## src/rtl/mc_pkg.sv

```systemverilog
// Shared constants for the multi-cycle control unit: state encodings, opcodes,
// ALU functions and datapath select codes.
package mc_pkg;

  typedef enum logic [2:0] {
    sIF     = 3'b000,
    sID     = 3'b001,
    sEXE_LS = 3'b010,
    sMEM    = 3'b011,
    sWB_LD  = 3'b100,
    sEXE_BR = 3'b101,
    sEXE_AL = 3'b110,
    sWB_AL  = 3'b111
  } state_e;

  localparam logic [5:0] OP_ADD   = 6'b000000;
  localparam logic [5:0] OP_SUB   = 6'b000001;
  localparam logic [5:0] OP_ADDIU = 6'b000010;
  localparam logic [5:0] OP_AND   = 6'b010000;
  localparam logic [5:0] OP_ANDI  = 6'b010001;
  localparam logic [5:0] OP_ORI   = 6'b010010;
  localparam logic [5:0] OP_SLL   = 6'b011000;
  localparam logic [5:0] OP_SLTI  = 6'b011100;
  localparam logic [5:0] OP_SW    = 6'b100110;
  localparam logic [5:0] OP_LW    = 6'b100111;
  localparam logic [5:0] OP_BEQ   = 6'b110000;
  localparam logic [5:0] OP_BNE   = 6'b110001;
  localparam logic [5:0] OP_BLTZ  = 6'b110010;
  localparam logic [5:0] OP_J     = 6'b111000;
  localparam logic [5:0] OP_JR    = 6'b111001;
  localparam logic [5:0] OP_JAL   = 6'b111010;
  localparam logic [5:0] OP_HALT  = 6'b111111;

  localparam logic [2:0] ALU_ADD = 3'b000;
  localparam logic [2:0] ALU_SUB = 3'b001;
  localparam logic [2:0] ALU_SLL = 3'b011;
  localparam logic [2:0] ALU_AND = 3'b100;
  localparam logic [2:0] ALU_OR  = 3'b101;
  localparam logic [2:0] ALU_SLT = 3'b110;

  localparam logic [1:0] PC_NEXT = 2'b00;
  localparam logic [1:0] PC_BR   = 2'b01;
  localparam logic [1:0] PC_JR   = 2'b10;
  localparam logic [1:0] PC_JMP  = 2'b11;

  localparam logic [1:0] RD_RA = 2'b00;
  localparam logic [1:0] RD_RT = 2'b01;
  localparam logic [1:0] RD_RD = 2'b10;

endpackage

```

## src/rtl/mc_decode.sv

```systemverilog
// Opcode-only static decode; these selects hold for every state of an instruction.
module mc_decode
  import mc_pkg::*;
(
  input  logic [5:0] i_opcode,
  output logic [2:0] o_alu_op,
  output logic       o_ext_sel,
  output logic       o_alu_src_a,
  output logic       o_alu_src_b,
  output logic [1:0] o_reg_dst,
  output logic       o_wr_reg_dsrc,
  output logic       o_db_data_src
);

  always_comb begin
    o_alu_op      = ALU_ADD;
    o_ext_sel     = 1'b1;
    o_alu_src_a   = 1'b0;
    o_alu_src_b   = 1'b0;
    o_reg_dst     = RD_RA;
    o_wr_reg_dsrc = 1'b1;
    o_db_data_src = 1'b0;
    case (i_opcode)
      OP_ADD:   o_reg_dst = RD_RD;
      OP_SUB:   begin o_alu_op = ALU_SUB; o_reg_dst = RD_RD; end
      OP_AND:   begin o_alu_op = ALU_AND; o_reg_dst = RD_RD; end
      OP_SLL:   begin o_alu_op = ALU_SLL; o_reg_dst = RD_RD; o_alu_src_a = 1'b1; end
      OP_ADDIU: begin o_alu_src_b = 1'b1; o_reg_dst = RD_RT; end
      OP_ANDI:  begin o_alu_op = ALU_AND; o_alu_src_b = 1'b1; o_reg_dst = RD_RT; o_ext_sel = 1'b0; end
      OP_ORI:   begin o_alu_op = ALU_OR;  o_alu_src_b = 1'b1; o_reg_dst = RD_RT; o_ext_sel = 1'b0; end
      OP_SLTI:  begin o_alu_op = ALU_SLT; o_alu_src_b = 1'b1; o_reg_dst = RD_RT; end
      OP_SW:    begin o_alu_src_b = 1'b1; o_reg_dst = RD_RT; end
      OP_LW:    begin o_alu_src_b = 1'b1; o_reg_dst = RD_RT; o_db_data_src = 1'b1; end
      OP_BEQ, OP_BNE, OP_BLTZ: begin o_alu_op = ALU_SUB; o_reg_dst = RD_RT; end
      OP_JAL:   o_wr_reg_dsrc = 1'b0;
      default:  ;
    endcase
  end

endmodule

```

## src/rtl/multi_cycle_ctrl.sv

```systemverilog
// Multi-cycle control FSM: state register plus state-qualified datapath enables.
module multi_cycle_ctrl
  import mc_pkg::*;
#(
  parameter int HALT_HOLD = 1
) (
  input  logic       clk,
  input  logic       Reset,
  input  logic [5:0] opcode,
  input  logic       zero,
  input  logic       sign,
  output logic [2:0] state,
  output logic       PCWre,
  output logic [1:0] PCSrc,
  output logic       IRWre,
  output logic       InsMemRW,
  output logic       mRD,
  output logic       mWR,
  output logic       RegWre,
  output logic [1:0] RegDst,
  output logic       WrRegDSrc,
  output logic       DBDataSrc,
  output logic       ALUSrcA,
  output logic       ALUSrcB,
  output logic       ExtSel,
  output logic [2:0] ALUOp
);

  state_e r_state;
  state_e w_next;
  logic   w_taken;

  mc_decode u_decode (
    .i_opcode      (opcode),
    .o_alu_op      (ALUOp),
    .o_ext_sel     (ExtSel),
    .o_alu_src_a   (ALUSrcA),
    .o_alu_src_b   (ALUSrcB),
    .o_reg_dst     (RegDst),
    .o_wr_reg_dsrc (WrRegDSrc),
    .o_db_data_src (DBDataSrc)
  );

  always_ff @(posedge clk or negedge Reset) begin
    if (!Reset) r_state <= sIF;
    else        r_state <= w_next;
  end

  assign state   = r_state;
  assign w_taken = (opcode == OP_BEQ  &&  zero) ||
                   (opcode == OP_BNE  && !zero) ||
                   (opcode == OP_BLTZ &&  sign);

  // Write enables are decoded from r_state, so an async reset kills them at once.
  always_comb begin
    w_next   = sIF;
    PCWre    = 1'b0;
    PCSrc    = PC_NEXT;
    RegWre   = 1'b0;
    mWR      = 1'b0;
    mRD      = 1'b0;
    IRWre    = (r_state == sIF);
    InsMemRW = (r_state == sIF);
    case (r_state)
      sIF: w_next = sID;
      sID: begin
        case (opcode)
          OP_J:    begin PCWre = 1'b1; PCSrc = PC_JMP; end
          OP_JAL:  begin PCWre = 1'b1; PCSrc = PC_JMP; RegWre = 1'b1; end
          OP_JR:   begin PCWre = 1'b1; PCSrc = PC_JR; end
          OP_HALT: PCWre = (HALT_HOLD == 0);
          OP_BEQ, OP_BNE, OP_BLTZ: w_next = sEXE_BR;
          OP_SW, OP_LW:            w_next = sEXE_LS;
          OP_ADD, OP_SUB, OP_ADDIU, OP_AND, OP_ANDI,
          OP_ORI, OP_SLL, OP_SLTI: w_next = sEXE_AL;
          default: PCWre = 1'b1;
        endcase
      end
      sEXE_AL: w_next = sWB_AL;
      sWB_AL:  begin PCWre = 1'b1; RegWre = 1'b1; end
      sEXE_BR: begin
        PCWre = 1'b1;
        if (w_taken) PCSrc = PC_BR;
      end
      sEXE_LS: w_next = sMEM;
      sMEM: begin
        if (opcode == OP_LW) begin
          w_next = sWB_LD;
          mRD    = 1'b1;
        end else begin
          PCWre = 1'b1;
          mWR   = (opcode == OP_SW);
        end
      end
      sWB_LD:  begin PCWre = 1'b1; RegWre = 1'b1; mRD = 1'b1; end
      default: w_next = sIF;
    endcase
  end

endmodule

```

## config.mk

```make
export PLATFORM = sky130hd
export DESIGN_NAME = multi_cycle_ctrl
export DESIGN_NICKNAME = d
export VERILOG_FILES = /design/src/rtl/mc_pkg.sv /design/src/rtl/mc_decode.sv /design/src/rtl/multi_cycle_ctrl.sv
export SDC_FILE = /design/constraint.sdc
export NUM_CORES = 1
export LEC_CHECK = 0
export ABC_AREA = 1
export BUFFER_PORTS_ARGS = -buffer_cell sky130_fd_sc_hd__buf_2
export CAP_MARGIN = 10
export CORE_UTILIZATION = 30
export DETAILED_ROUTE_END_ITERATION = 7
export MAX_ROUTING_LAYER = met4
export PLACE_DENSITY = 0.58
export SYNTH_ARGS = -nofsm -noshare
export SYNTH_HDL_FRONTEND = slang
export SYNTH_SLANG_ARGS = --single-unit
```

## constraint.sdc

```tcl
create_clock -name clk -period 2.45 [get_ports clk]
set_clock_uncertainty 0.1 [all_clocks]
set_input_delay 0.245 -clock clk [delete_from_list [all_inputs] [get_ports clk]]
set_output_delay 0.245 -clock clk [all_outputs]
set_load 0.1 [all_outputs]
```

==> impl_metrics.toml <==
[sta]
finalSetupViolCount = 0
finalHoldViolCount = 0
slew_headroom = 0.676
worst_pin_slew_ns = 0.490
max_freq_mhz = 467
finalSetupTns_ns = 0
slew_violations = 0
rsz0062_at_grt = "false"
period_needed_ns = 2.14
period_share = 0.875

[die]
start_util = 0.322
die_x_um = 45.1
die_h_um = 45.1
rows = 15
ios = 31
core_area_um2 = 1730
die-area_um2 = 2030

[synthesis]
ys_warn_count = 0
synth_top_area_frac = 0.196
syn_nets = 114
synth.area.top_cells = "nand2_1 (20%), dfrtp_1 (13%), inv_1 (11%), nand3_1 (11%), nor2_1 (11%)"
synth_top_area_cell = "nand2_1"
synth-seq-area-share = 0.135
synth.avg_cell_area_um2 = 5.35
synth_area_um2 = 557
synthCells = 104
ys_ff_latch = 3
yosys.cell_types.count = 17

[finish]
drive_gt1_frac = 0.413
largest_register_ffs = 3
fin_nets = 149
syn_to_final_growth_pct = 50.1
diodes = 0

[clocking]
cts.repair.resized = 0
cts.htree.levels = 1
clk-insertion-delay-late_ns = 0.25
cts_tree = "built"
path_clk_slew_ns = 0.04
clk_path_buf_depth = 2
root_buffer = "clkbuf_4"
cts_num_sinks = 3
cts_made_buffers = 3

[setup_path]
worstPathArrival_ns = 1.80
setup.worst_path.end_class = "output pin"
cp_max_fo = 4
worstSetupPathType = "flip-flop to output pin"
cp-start-kind = "flip-flop"
cp.required_ns = 2.11

[grt]
track_usage = 0.186
grt_overflow_total = 0
antenna_found_initial = 0
grt_pass1_wl_um = 2730
grt_max_degree = 9
grt_pass1_vias = 640

[route]
route.vias.total = 757
ant_nets = 0
drc = 0
drt_pass1_iterations = 4
drt-vias-per-instance = 4.64
post_drt_wl_per_cell_um = 10.1
routed_wl_um = 1640
drt_iter0_drc = 11

[power_and_ir_drop]
vdd_drop_max_v = 0.000898
leakage_nw = 0.502
finalPower_uw = 921
power_density_nw_per_um2 = 1100

[run_status]
status = "completed"

[place]
gp_congestion = 0.829
place_hpwl_um = 1400
io_buffers = 30

[min_path]
hold_class = "input pin to asynchronous set/reset pin"

[flow_run]
drv_cap = 0
==> placed cells by master, fill, tap and decap left out, drive strengths merged <==
| cell | n |
|---|---|
| a21oi | 2 |
| buf | 30 |
| clkbuf | 4 |
| dfrtp | 3 |
| dlygate4sd3 | 1 |
| inv | 20 |
| nand2 | 33 |
| nand3 | 15 |
| nand4 | 1 |
| nor2 | 22 |
| nor3 | 3 |
| nor4 | 1 |
| o211ai | 1 |
| o221ai | 2 |
==> cells by family (layout without fill, tap and decap cells) <==
group,Yosys count,after routing,share of synthesized area
AND/OR/NAND/NOR,75,75,0.654
buffers and inverters,21,55,0.148
AO/OA/AOI/OAI,5,5,0.0629
flip-flops,3,3,0.135
==> worst max-delay path, stage by stage, from the launching register on <==
cell,delay (ns)
dfrtp_2,0.43
inv_1,0.10
nand2_1,0.08
nor2_2,0.16
nand2_1,0.07
nor2_1,0.12
nand3_1,0.10
nand2_1,0.07
buf_2,0.41
==> timing repair <==
action                                 4_1_cts  5_1_grt
endpoints found under the hold margin        3        0
setup endpoints to repair                    0        0
buffers inserted                             0        0
hold buffers                                 1        0
==> cells in the mapped netlist <==
master	n
nand4_1	1
nand2_1	29
nor2_4	3
o221ai_1	2
nand2_2	4
inv_2	3
nor3_1	3
nand3_1	12
nor4_1	1
nand3_2	3
nor2_1	16
inv_1	17
buf_4	1
nor2_2	3
dfrtp_1	3
a21oi_1	2
o211ai_1	1
==> worst paths after layout <==
check                           startpoint        to  slack (ns)  cells after the start
worst max-delay path              state[1]     PCWre        0.31                      8
worst min-delay path                 Reset  state[1]        0.22                      2
worst max register to register    state[1]  state[0]        1.04                      7
worst min register to register    state[0]  state[0]        0.58                      3
max in group asynchronous            Reset  state[2]        1.90                      2
min in group clk                 opcode[5]  state[1]        0.43                      6
==> metrics by stage <==
step                area, um^2  utilization  cells  hold WS [ns]  setup WS [ns]
detailed placement         800        0.463    158       -0.0576          0.582
global placement           800        0.463    158       -0.0592          0.592
floorplan                  626            -    104        -0.151       -0.00319
finish                     836        0.484    163         0.219          0.307
global route               836        0.484    163         0.228          0.214
CTS                        836        0.484    163         0.215          0.305
==> final cells by class <==
type | count | area (um^2)
clock buffer | 4 | 26.3
fill | 198 | 891
inverter | 20 | 75.1
multi-input combinational | 80 | 464
sequential | 3 | 78.8
tap | 25 | 31.3
timing repair buffer | 31 | 160
==> power breakdown <==
part | switching [mW] | leakage, nW | internal [mW] | total, mW
clock network | 0.0324 | 0.0150 | 0.0614 | 0.0938
logic | 0.614 | 0.452 | 0.109 | 0.723
registers | 0.0340 | 0.0348 | 0.0701 | 0.104
total | 0.681 | 0.502 | 0.241 | 0.921
==> per-layer routing <==
| layer | vias to the layer above | global-route usage | wire length, um | part of all wire |
|---|---|---|---|---|
| met5 | - | - | 0 | 0 |
| met4 | 0 | 0.0545 | 22 | 0.013 |
| met3 | 2 | 0.0240 | 72 | 0.044 |
| met2 | 21 | 0.275 | 748 | 0.46 |
| met1 | 336 | 0.263 | 798 | 0.49 |
| li1 | 398 | - | - | - |
Note: power is estimated with default switching activity, not from simulation.
